**src/rtl/axi_arb_pkg.sv**
```systemverilog
`default_nettype none
// ============================================================================
// axi_arb_pkg : shared constants, payload field offsets and FSM encoding for
//               the two-port AXI read arbiter.
// Revision    : 1.0
// ============================================================================
package axi_arb_pkg;

  localparam int AXI_ID_WIDTH_DEF     = 3;
  localparam int AR_PAYLOAD_WIDTH_DEF = 61;
  localparam int R_PAYLOAD_WIDTH_DEF  = 73;
  localparam int MAX_OUTSTANDING_DEF  = 4;

  // AR payload layout, LSB first; the default configuration carries no user bits
  localparam int AR_QOS_LSB    = 0;
  localparam int AR_CACHE_LSB  = 4;
  localparam int AR_LOCK_LSB   = 8;
  localparam int AR_BURST_LSB  = 9;
  localparam int AR_SIZE_LSB   = 11;
  localparam int AR_LEN_LSB    = 14;
  localparam int AR_REGION_LSB = 22;
  localparam int AR_PROT_LSB   = 26;
  localparam int AR_ADDR_LSB   = 29;

  // R payload layout, LSB first
  localparam int R_LAST_BIT = 0;
  localparam int R_RESP_LSB = 1;
  localparam int R_DATA_LSB = 3;
  localparam int R_USER_LSB = 67;

  typedef enum logic [0:0] {
    IDLE = 1'b0,
    BUSY = 1'b1
  } arb_state_e;

endpackage
`default_nettype wire

```
**src/rtl/axi_outstanding_cnt.sv**
```systemverilog
`default_nettype none
// ============================================================================
// axi_outstanding_cnt : saturating up/down counter of in-flight read bursts.
// Revision            : 1.0
// ============================================================================
module axi_outstanding_cnt #(
  parameter int MAX = 4
) (
  input  logic                       clk_i,
  input  logic                       rst_ni,
  input  logic                       inc,
  input  logic                       dec,
  output logic [$clog2(MAX+1)-1:0]   count,
  output logic                       at_max
);

  localparam int CW = $clog2(MAX + 1);

  assign at_max = (count == CW'(MAX));

  // Simultaneous inc and dec cancel; both directions saturate.
  always_ff @(posedge clk_i or negedge rst_ni) begin
    if (!rst_ni) begin
      count <= '0;
    end else if (inc && !dec) begin
      if (!at_max) count <= count + CW'(1);
    end else if (dec && !inc) begin
      if (count != '0) count <= count - CW'(1);
    end
  end

`ifndef SYNTHESIS
  always @(posedge clk_i) begin
    if (rst_ni) begin
      a_no_underflow: assert (!(dec && !inc && (count == '0)));
    end
  end
`endif

endmodule
`default_nettype wire

```
**src/rtl/axi_read_arbiter.sv**
```systemverilog
`default_nettype none
// ============================================================================
// axi_read_arbiter : round-robin sharing of one AXI read channel between two
//                    masters, with ID-based R routing and outstanding limits.
// Revision         : 1.0
// ============================================================================
module axi_read_arbiter
  import axi_arb_pkg::*;
#(
  parameter int AXI_ID_WIDTH     = AXI_ID_WIDTH_DEF,
  parameter int AR_PAYLOAD_WIDTH = AR_PAYLOAD_WIDTH_DEF,
  parameter int R_PAYLOAD_WIDTH  = R_PAYLOAD_WIDTH_DEF,
  parameter int MAX_OUTSTANDING  = MAX_OUTSTANDING_DEF
) (
  input  logic                          clk_i,
  input  logic                          rst_ni,

  input  logic                          s0_ar_valid_i,
  input  logic [AR_PAYLOAD_WIDTH-1:0]   s0_ar_payload_i,
  input  logic [AXI_ID_WIDTH-1:0]       s0_ar_id_i,
  output logic                          s0_ar_ready_o,
  input  logic                          s1_ar_valid_i,
  input  logic [AR_PAYLOAD_WIDTH-1:0]   s1_ar_payload_i,
  input  logic [AXI_ID_WIDTH-1:0]       s1_ar_id_i,
  output logic                          s1_ar_ready_o,

  output logic                          s0_r_valid_o,
  output logic [R_PAYLOAD_WIDTH-1:0]    s0_r_payload_o,
  output logic [AXI_ID_WIDTH-1:0]       s0_r_id_o,
  input  logic                          s0_r_ready_i,
  output logic                          s1_r_valid_o,
  output logic [R_PAYLOAD_WIDTH-1:0]    s1_r_payload_o,
  output logic [AXI_ID_WIDTH-1:0]       s1_r_id_o,
  input  logic                          s1_r_ready_i,

  output logic                          m_ar_valid_o,
  output logic [AR_PAYLOAD_WIDTH-1:0]   m_ar_payload_o,
  output logic [AXI_ID_WIDTH:0]         m_ar_id_o,
  input  logic                          m_ar_ready_i,

  input  logic                          m_r_valid_i,
  input  logic [R_PAYLOAD_WIDTH-1:0]    m_r_payload_i,
  input  logic [AXI_ID_WIDTH:0]         m_r_id_i,
  output logic                          m_r_ready_o
);

  localparam int CNT_W = $clog2(MAX_OUTSTANDING + 1);

  arb_state_e                  state;
  arb_state_e                  state_next;
  logic                        prio_p1;     // 1: port 1 wins a tie
  logic [AR_PAYLOAD_WIDTH-1:0] ar_payload_q;
  logic [AXI_ID_WIDTH:0]       ar_id_q;

  logic [CNT_W-1:0] cnt0;
  logic [CNT_W-1:0] cnt1;
  logic             at_max0;
  logic             at_max1;

  logic elig0;
  logic elig1;
  logic grant0;
  logic grant1;
  logic ar_hs;
  logic inc0;
  logic inc1;
  logic r_sel;
  logic r_hs_last;
  logic dec0;
  logic dec1;

  // ---------------------------------------------------------------- AR arbitration
  assign elig0  = s0_ar_valid_i && !at_max0;
  assign elig1  = s1_ar_valid_i && !at_max1;
  assign grant0 = (state == IDLE) && elig0 && (!elig1 || !prio_p1);
  assign grant1 = (state == IDLE) && elig1 && (!elig0 ||  prio_p1);
  assign ar_hs  = (state == BUSY) && m_ar_ready_i;

  always_ff @(posedge clk_i or negedge rst_ni) begin
    if (!rst_ni) begin
      state <= IDLE;
    end else begin
      state <= state_next;
    end
  end

  always_comb begin
    state_next = state;
    case (state)
      IDLE:    if (grant0 || grant1) state_next = BUSY;
      BUSY:    if (m_ar_ready_i)     state_next = IDLE;
      default: state_next = IDLE;
    endcase
  end

  always_comb begin
    s0_ar_ready_o = 1'b0;
    s1_ar_ready_o = 1'b0;
    m_ar_valid_o  = 1'b0;
    case (state)
      IDLE: begin
        s0_ar_ready_o = grant0;
        s1_ar_ready_o = grant1;
      end
      BUSY:    m_ar_valid_o = 1'b1;
      default: m_ar_valid_o = 1'b0;
    endcase
  end

  // The source port is prepended to the ID so responses can be steered back.
  always_ff @(posedge clk_i or negedge rst_ni) begin
    if (!rst_ni) begin
      prio_p1      <= 1'b0;
      ar_payload_q <= '0;
      ar_id_q      <= '0;
    end else if (grant0 || grant1) begin
      prio_p1      <= grant0;
      ar_payload_q <= grant1 ? s1_ar_payload_i : s0_ar_payload_i;
      ar_id_q      <= grant1 ? {1'b1, s1_ar_id_i} : {1'b0, s0_ar_id_i};
    end
  end

  assign m_ar_payload_o = ar_payload_q;
  assign m_ar_id_o      = ar_id_q;

  // ---------------------------------------------------------------- R routing
  assign r_sel          = m_r_id_i[AXI_ID_WIDTH];
  assign s0_r_valid_o   = m_r_valid_i && !r_sel;
  assign s1_r_valid_o   = m_r_valid_i &&  r_sel;
  assign s0_r_payload_o = m_r_payload_i;
  assign s1_r_payload_o = m_r_payload_i;
  assign s0_r_id_o      = m_r_id_i[AXI_ID_WIDTH-1:0];
  assign s1_r_id_o      = m_r_id_i[AXI_ID_WIDTH-1:0];
  assign m_r_ready_o    = r_sel ? s1_r_ready_i : s0_r_ready_i;

  // ---------------------------------------------------------------- outstanding tracking
  assign inc0      = ar_hs && !ar_id_q[AXI_ID_WIDTH];
  assign inc1      = ar_hs &&  ar_id_q[AXI_ID_WIDTH];
  assign r_hs_last = m_r_valid_i && m_r_ready_o && m_r_payload_i[R_LAST_BIT];
  assign dec0      = r_hs_last && !r_sel;
  assign dec1      = r_hs_last &&  r_sel;

  axi_outstanding_cnt #(
    .MAX    (MAX_OUTSTANDING)
  ) u_cnt0 (
    .clk_i  (clk_i),
    .rst_ni (rst_ni),
    .inc    (inc0),
    .dec    (dec0),
    .count  (cnt0),
    .at_max (at_max0)
  );

  axi_outstanding_cnt #(
    .MAX    (MAX_OUTSTANDING)
  ) u_cnt1 (
    .clk_i  (clk_i),
    .rst_ni (rst_ni),
    .inc    (inc1),
    .dec    (dec1),
    .count  (cnt1),
    .at_max (at_max1)
  );

`ifndef SYNTHESIS
  always @(posedge clk_i) begin
    if (rst_ni) begin
      a_cnt_bound: assert ((cnt0 <= CNT_W'(MAX_OUTSTANDING)) &&
                           (cnt1 <= CNT_W'(MAX_OUTSTANDING)));
    end
  end
`endif

endmodule
`default_nettype wire

```
**config.mk**
```make
export PLATFORM = sky130hd
export DESIGN_NAME = axi_read_arbiter
export DESIGN_NICKNAME = d
export VERILOG_FILES = /design/src/rtl/axi_arb_pkg.sv /design/src/rtl/axi_outstanding_cnt.sv /design/src/rtl/axi_read_arbiter.sv
export SDC_FILE = /design/constraint.sdc
export NUM_CORES = 1
export LEC_CHECK = 0
export ABC_CLOCK_PERIOD_IN_PS = 3780
export BUFFER_PORTS_ARGS = -buffer_cell sky130_fd_sc_hd__buf_2
export CORE_AREA = 2 2 170 172
export CTS_BUF_LIST = sky130_fd_sc_hd__clkbuf_16
export DETAILED_ROUTE_END_ITERATION = 6
export DIE_AREA = 0 0 172 174
export SETUP_SLACK_MARGIN = 0.3
export SLEW_MARGIN = 20
export SYNTH_ARGS = -nofsm -noshare
export SYNTH_HDL_FRONTEND = slang
export SYNTH_SLANG_ARGS = --single-unit
```
**constraint.sdc**
```tcl
create_clock -name clk_i -period 3.78 [get_ports clk_i]
set_input_delay 0.378 -clock clk_i [delete_from_list [all_inputs] [get_ports clk_i]]
set_output_delay 0.378 -clock clk_i [all_outputs]
set_load 0.02 [all_outputs]
```
# --- After elaboration in Yosys (flattened, before gate mapping) ---
# Index checks and enable logic that the tools add are counted.
classes:
  add_sub_neg: 4
  n_eq_ne: 4
  n_mux: 17
  bitwise_logic: 1
  n_reduce_logical: 41
op_table:
  columns: ["operator", "n"]
  rows:
  - ["2-to-1 mux 61 bit", 1]
  - ["2-to-1 mux 3 bit", 8]
  - ["logical AND 1 bit", 19]
  - ["logical NOT 1 bit", 11]
  - ["nonzero test 2 bit", 4]
  - ["adder 3 x 1 -> 3 bit, second input constant", 2]
  - ["equality test 3 bit, second input constant", 2]
  - ["2-to-1 mux 1 bit", 6]
  - ["AND reduction 3 bit", 2]
  - ["nonzero test 3 bit", 2]
  - ["subtractor 3 x 1 -> 3 bit, second input constant", 2]
  - ["2-to-1 mux 4 bit", 1]
  - ["inequality test 2 bit, second input constant", 2]
  - ["logical OR 1 bit", 3]
  - ["case mux 1 bit (2 select lines)", 1]
  - ["inverter 1 bit", 1]
totals:
  out_inout_bits: 223
  inputBits: 213
  reg_bits: 73

# --- Longest topological paths before layout ---
# Gate-level depths: netlist (run 1).
depth:
  ltp_word: 9
  mapped_depth: 8
  depth_no_buf: 8

# --- By module ---
# Synthesis (run 1) repeated with hierarchy kept, for this count alone.
unflattened:
  hier_cells: 684
  area_unflattened_um2: 6262.3
modules_own_cells:
  columns: ["mod", "instances", "seq_area_each_um2", "area_each_um2", "cells_each"]
  rows:
  - ["axi_read_arbiter", 1, 1676.6, 5828.1, 636]
  - ["axi_outstanding_cnt (u_cnt1)", 1, 75.1, 220.2, 24]
  - ["axi_outstanding_cnt (u_cnt0)", 1, 75.1, 214.0, 24]

# --- Least setup slack after synthesis (run 1) ---
# OpenSTA, ideal clock, no wires.
synth_timing:
  path_type: "flip-flop to output port"
  startpoint: "register u_cnt1.count[0]"
  endpoint: "output port s0_ar_ready_o"
  path_stages_with_launch: 6
  required_time_ps: 3402
  path_slack_ps: 1766
  t_arrival_ps: 1636
  cell_sequence: "dfrtp_1 > or3b_1 > a311o_1 > buf_4 > buf_6 > inv_1"
synth_between:
  elab_chain_cells: 7
synth_rtl:
  columns: ["element", "line_no", "source"]
  rows:
  - ["start, declared", "axi_outstanding_cnt.sv:13", "output logic [$clog2(MAX+1)-1:0] count,"]
  - ["start signal, assigned", "axi_outstanding_cnt.sv:26", "if (!at_max) count <= count + CW'(1);"]
  - ["start signal, assigned", "axi_outstanding_cnt.sv:28", "if (count != '0) count <= count - CW'(1);"]
  - ["equality test 3 bit", "axi_outstanding_cnt.sv:19", "assign at_max = (count == CW'(MAX));"]
  - ["logical NOT 1 bit", null, null]
  - ["logical AND 1 bit", "axi_read_arbiter.sv:74", "assign elig1 = s1_ar_valid_i && !at_max1;"]
  - ["logical NOT 1 bit", "axi_read_arbiter.sv:75", "assign grant0 = (state == IDLE) && elig0 && (!elig1 || !prio_p1);"]
  - ["logical OR 1 bit", "axi_read_arbiter.sv:75", null]
  - ["logical AND 1 bit", "axi_read_arbiter.sv:75", null]
  - ["2-to-1 mux 1 bit", "axi_read_arbiter.sv:100", "case (state)"]
  - ["end, declared", "axi_read_arbiter.sv:21", "output logic s0_ar_ready_o,"]
# Every way passes these cells.

# --- Worst setup path in the final report (run 1) ---
layout_timing:
  startpoint: "register u_cnt1.count[0]"
  endpoint: "output port s1_ar_ready_o"
layout_between:
  elab_chain_cells: 6
layout_rtl:
  columns: ["element", "line_no", "source"]
  rows:
  - ["equality test 3 bit", "axi_outstanding_cnt.sv:19", null]
  - ["logical NOT 1 bit", null, null]
  - ["logical AND 1 bit", "axi_read_arbiter.sv:74", null]
  - ["logical AND 1 bit (2 in a row)", "axi_read_arbiter.sv:76", "assign grant1 = (state == IDLE) && elig1 && (!elig0 || prio_p1);"]
  - ["2-to-1 mux 1 bit", "axi_read_arbiter.sv:100", null]
  - ["end, declared", "axi_read_arbiter.sv:25", "output logic s1_ar_ready_o,"]
# Every way passes these cells.

==> results of run 1 <==
-- per-layer routing --
layer  global-route usage (%)  vias up  routed length [µm]
met4                     5.53        0                 643
met5                        0        -                   0
met1                     10.0     1711                5220
met3                     3.89       46                1520
li1                         -     1682                   -
met2                     17.7      239                7850
-- layout make-up --
type | instances | area, µm²
fillers | 3226 | 23000
inverters | 3 | 11.3
clock buffers | 9 | 225
clock inverters | 7 | 86.3
repair buffers | 215 | 1100
multi-input cells | 252 | 1470
well taps | 384 | 480
flip-flops and latches | 73 | 1830
-- logic make-up after synthesis --
| family | Yosys count |
|---|---|
| buf+inv | 183 |
| simple gates | 160 |
| compound gates | 76 |
| flops | 73 |
| mux | 6 |
| fa+ha+maj | 6 |
| xor+xnor | 4 |
-- critical path: cells and delay by family (launching register included) --
family	cells	cell delay, ns
flops	1	0.43
buf+inv	1	0.20
simple gates	3	1.31
-- state kept, by name, indices dropped and copies added (netlist names) --
register,cells
prio_p1,1
m_ar_payload_o,61
m_ar_id_o,4
u_cnt0.count,3
u_cnt1.count,3
state,1
-- placed cells by master (no fill, tap or decap), types with 2 or more instances in the layout --
cell type | synthesis | layout
o22ai_1 | 54 | 54
ha_1 | 6 | 6
clkbuf_16 | 0 | 9
buf_4 | 153 | 5
nand2_1 | 8 | 7
o22a_1 | 2 | 2
a21oi_1 | 2 | 2
o21ai_0 | 3 | 3
nor2_1 | 76 | 76
nor2b_1 | 4 | 4
inv_1 | 3 | 4
mux2_2 | 3 | 3
o22ai_2 | 10 | 10
bufinv_16 | 0 | 2
buf_2 | 2 | 209
dfrtp_1 | 73 | 73
xor2_1 | 2 | 2
nor3_1 | 64 | 64
clkinv_2 | 0 | 2
mux2i_1 | 3 | 3
xnor2_1 | 2 | 2
-- worst min-delay path by stage --
stage | startpoint | end | slack (ns) | depth (start not counted)
finish | rst_ni | m_ar_payload_o[38]$_DFFE_PN0P_ | 0.02 | 1
global route | rst_ni | m_ar_payload_o[38]$_DFFE_PN0P_ | 0.05 | 1
CTS | rst_ni | m_ar_payload_o[38]$_DFFE_PN0P_ | 0.04 | 1
detailed placement | rst_ni | m_ar_payload_o[38]$_DFFE_PN0P_ | 0.42 | 1
global placement | rst_ni | m_ar_payload_o[38]$_DFFE_PN0P_ | 0.42 | 1
floorplan | rst_ni | m_ar_id_o[0]$_DFFE_PN0P_ | 0.08 | 0
-- power by group through the flow --
stage | registers [mW] | logic (mW) | clock network, mW
floorplan | 1.79 | 1.24 | 0
global placement | 1.41 | 2.10 | 0
detailed placement | 1.40 | 2.14 | 0
CTS | 1.41 | 2.13 | 0.963
global route | 1.45 | 2.31 | 0.990
finish | 1.41 | 2.10 | 0.919
==> flow_summary.toml, run 1 <==
[synth]
synth-main-ff-cell = "dfrtp_1"
synth_xor_area_share_pct = 0.768
synth_top_family_by_area = "buffers and inverters"
synth_area_mm2 = 0.00456
synth.avg_cell_area_um2 = 8.98
synth_largest_area_cell = "dfrtp_1"
synth_common_cells = "153 x buf_4, 76 x nor2_1, 73 x dfrtp_1, 64 x nor3_1, 54 x o22ai_1"
synth_warnings = 0
async_flop_share_pct = 100
synth_nets = 727
synth_area_leaders = "dfrtp_1 40%, buf_4 25%, o22ai_1 7.4%"
synth-compound-area-share_pct = 12.0
synthSimpleGateAreaFrac_pct = 15.8
ys_ff_latch = 73
synth_cells = 508
netlist.area_leader.share_pct = 40.1
yosysMostFrequentCell = "buf_4"
synthAdderAreaFrac_pct = 1.65
ys_types = 33
synth_mux_area_share_pct = 1.40
synth-seq-area-share_pct = 40.1
synth-edff-count = 0

[critical_path]
crit_end = "s1_ar_ready_o"
cp_max_fo = 39
path_class = "reg -> out"
rr_worst_depth = 5
rrSetupSlack_ns = 1.34
crit_required_ns = 3.40
rr_endpoint = "m_ar_payload_o[36]$_DFFE_PN0P_"
max_stage_delay_ns = 0.70
crit_chain = "or3b_1 -> nand2_2 -> nor2_1 -> buf_2"
cp_slowest_cell = "nand2_2"
crit_path_start_kind = "flip-flop"
rr_startpoint = "u_cnt0.count[2]$_DFFE_PN0P_"
cp-end-kind = "output pin"
cp-startpoint = "u_cnt1.count[0]$_DFFE_PN0P_"
cp_data_arrival_time_ns = 2.29

[layout]
final_cells = 943
area_growth_pct = 14.1
stdcell_area_mm2 = 0.00520
antenna_cells = 0
finalNetCount = 773
fin_util_pct = 18.4
drive_gt1_share_pct = 44.0

[floorplan]
die_y_um = 174
initial_utilization_pct = 16.1
die_area_mm2 = 0.0299
die_w_um = 172
rows = 62
design.core.area_mm2 = 0.0282
io_pins = 436

[clocking]
hold_buffers = 0
numCtsBuffers = 9
clock_latency_ns = 0.34
post_cts.repair.setup_buffers = 0
clockRootBuffer = "clkbuf_16"
cts_resized = 0
cts.path.max_buffers = 2
clock_sinks = 73
cts_tree = "yes"
clk_pin_slew_ns = 0.06
htree_levels = 3

[power]
intPower_mw = 2.48
ir_drop_uv = 267
power.density_mw_per_mm2 = 851
p_seq_share_pct = 31.8
p_leak_nw = 2.24
p_switching_mw = 1.95
pwr-share-clk_pct = 20.8
p_comb_share_pct = 47.5
p_sw_share_pct = 44.1
total_power_mw = 4.43

[place]
placed_cell_area_mm2 = 0.00489
dp_hpwl_um = 11700
io_buffer_count = 210
dp_slack_ns = 1.35
place_inst = 927
gp_congestion = 0.718

[global_route]
grt_pass1_vias = 3699
grt_max_degree = 58
grt_pass1_wl_um = 22000
overflow = 0
grt.total_usage_pct = 10.0
antenna_found_initial = 0

[drt]
routed_via_density = 3.90
dr.pass1.iters = 4
wl_per_cell_um = 16.1
vias = 3678
first_iter_violations = 152
drcViolationCount = 0
wl_um = 15200
antenna_left = 0

[outcome]
status = "completed"

[sta]
worst_pin_slew_ns = 0.918
final_period_minus_worst_setup_slack_ns = 2.67
slew_headroom_pct = 38.6
fin_ws_ns = 1.11
finalCritPeriodShare_pct = 70.7
setup_viol = 0
drv_slew = 0
skew_ns = 0.00944
hold_slack_ns = 0.0176
rsz0062_at_grt = "false"
setup_tns_ns = 0
hold_viol_final = 0
clock.fmax_ghz = 0.374

[min_path]
hp-class = "in -> async"

[flow_run]
maxCapViolations = 0
No activity file was read; power rests on OpenSTA's default activity.
==> run 2: changes to the inputs <==
ABC_CLOCK_PERIOD_IN_PS = 2600   (was 3780)
CORE_AREA = 2 2 171 173   (was 2 2 170 172)
DIE_AREA = 0 0 173 175   (was 0 0 172 174)
clock period = 2.6 ns   (was 3.78 ns; I/O delays follow)
==> flow_summary.toml, run 2 (same netlist as run 1, synthesis figures left out) <==
[outcome]
status = "finished with violations"
violations = "negative hold slack"

[place]
place_inst = 930
dp_hpwl_um = 11600
io_buffer_count = 210
gp_congestion = 0.747
dp_slack_ns = 0.416

[global_route]
grt_pass1_wl_um = 21900
overflow = 0
grt_max_degree = 74
grt_pass1_vias = 3608
grt.total_usage_pct = 9.66
antenna_found_initial = 0

[clocking]
clk_pin_slew_ns = 0.07
htree_levels = 3
clockRootBuffer = "clkbuf_16"
numCtsBuffers = 9
cts.path.max_buffers = 2
clock_sinks = 73
cts_tree = "yes"
hold_buffers = 0
clock_latency_ns = 0.34

[layout]
fillers = 3224
final_common_cell = "buf_2"
area_growth_pct = 15.1
seqCellArea_mm2 = 0.00183
multi_input_area_mm2 = 0.00147
final_cells = 949
largest_register_ffs = 61
antenna_cells = 0
final_cell_mix = "209 x buf_2, 76 x nor2_1, 73 x dfrtp_1"
finalNetCount = 780
drive_gt1_share_pct = 45.1

[power]
power.density_mw_per_mm2 = 1240
ir_drop_uv = 388
p_leak_nw = 2.26

[sta]
worst_pin_slew_ns = 1.00
rsz0062_at_grt = "true"
clock.fmax_ghz = 0.445
fin_ws_ns = 0.355
finalCritPeriodShare_pct = 86.4
setup_tns_ns = 0
hold_viol_final = 61
final_period_minus_worst_setup_slack_ns = 2.25
slew_headroom_pct = 33.2
setup_viol = 0
hold_slack_ns = -0.0568
skew_ns = 0.00838
drv_slew = 0

[drt]
top_layer_used = "met4"
first_iter_violations = 136
drcViolationCount = 0
routed_via_density = 3.90
wl_um = 15400
wl_per_cell_um = 16.2
vias = 3701
wl_met3_um = 1620
wl_met2_um = 8000
antenna_left = 0
met1Wirelength_um = 5220
dr.pass1.iters = 4

[critical_path]
crit_path_start_kind = "flip-flop"
path_buf_inv = 3
cp_data_arrival_time_ns = 1.99
cp_slowest_cell = "or3b_4"
critPathTopFamily = "simple AND/OR/NAND/NOR gates"
crit_required_ns = 2.34
cp-end-kind = "output pin"
max_stage_delay_ns = 0.42
rrSetupSlack_ns = 0.47
cp_max_fo = 36
path_class = "reg -> out"
crit_chain = "or3b_4 -> a311o_2 -> buf_8 -> inv_1 -> buf_2"

[floorplan]
die_area_mm2 = 0.0303
die_w_um = 173
design.core.area_mm2 = 0.0284
die_y_um = 175
io_pins = 436
rows = 62
initial_utilization_pct = 16.1

[flow_run]
maxCapViolations = 0

[min_path]
hp-class = "in -> async"
[run 2: layout make-up]
cell class	instances	area share, %
well taps	384	9.15
multi-input cells	252	28.0
clock buffers	9	4.29
inverters	3	0.215
clock inverters	6	1.31
repair buffers	222	22.2
flip-flops and latches	73	34.8
[run 2: layer usage]
metal | global-route usage [%] | vias to the layer above
li1 | - | 1696
met1 | 9.48 | 1686
met2 | 17.2 | 266
met3 | 4.40 | 53
met4 | 4.94 | 0
met5 | 0 | -
[run 2: worst register-to-register path, stage by stage, from the launching register on]
cell and delay, ns:
dfrtp_1 0.40, nor3b_1 0.15, buf_4 0.16, o2bb2ai_4 0.76, buf_12 0.30, o22ai_1 0.13, nor2_1 0.14
[run 2: final timing paths]
kind	depth (start not counted)	startpoint	endpoint
max	5	u_cnt1.count[2]$_DFFE_PN0P_	s0_ar_ready_o
min	1	rst_ni	m_ar_payload_o[37]$_DFFE_PN0P_
max reg2reg	6	u_cnt0.count[2]$_DFFE_PN0P_	m_ar_payload_o[55]$_DFFE_PN0P_
min reg2reg	2	m_ar_payload_o[24]$_DFFE_PN0P_	m_ar_payload_o[24]$_DFFE_PN0P_
max in group asynchronous	1	rst_ni	m_ar_payload_o[27]$_DFFE_PN0P_
min in group clk_i	3	s1_ar_payload_i[12]	m_ar_payload_o[12]$_DFFE_PN0P_
[run 2: timing repair]
item                                    4_1_cts  5_1_grt
gates resized for setup                       2        1
endpoints found under the setup margin        1        2
pin swaps                                     0        1
setup buffers                                 2        2
[run 2: through the flow]
step                      cell area [µm²]  power [mW]  utilization (%)
after detailed placement             4910        5.19             17.3
after CTS                            5230        6.59             18.4
after global routing                 5250        6.96             18.5
after floorplan                      4560        4.41                -
final                                5250        6.52             18.5
after global placement               4910        5.13             17.3
[run 2: power breakdown]
part / switching (mW) / internal, mW / total, mW
combinational: 2.01 / 1.17 / 3.18
sequential: 0.347 / 1.68 / 2.03
clock: 0.568 / 0.745 / 1.31
total: 2.93 / 3.59 / 6.52
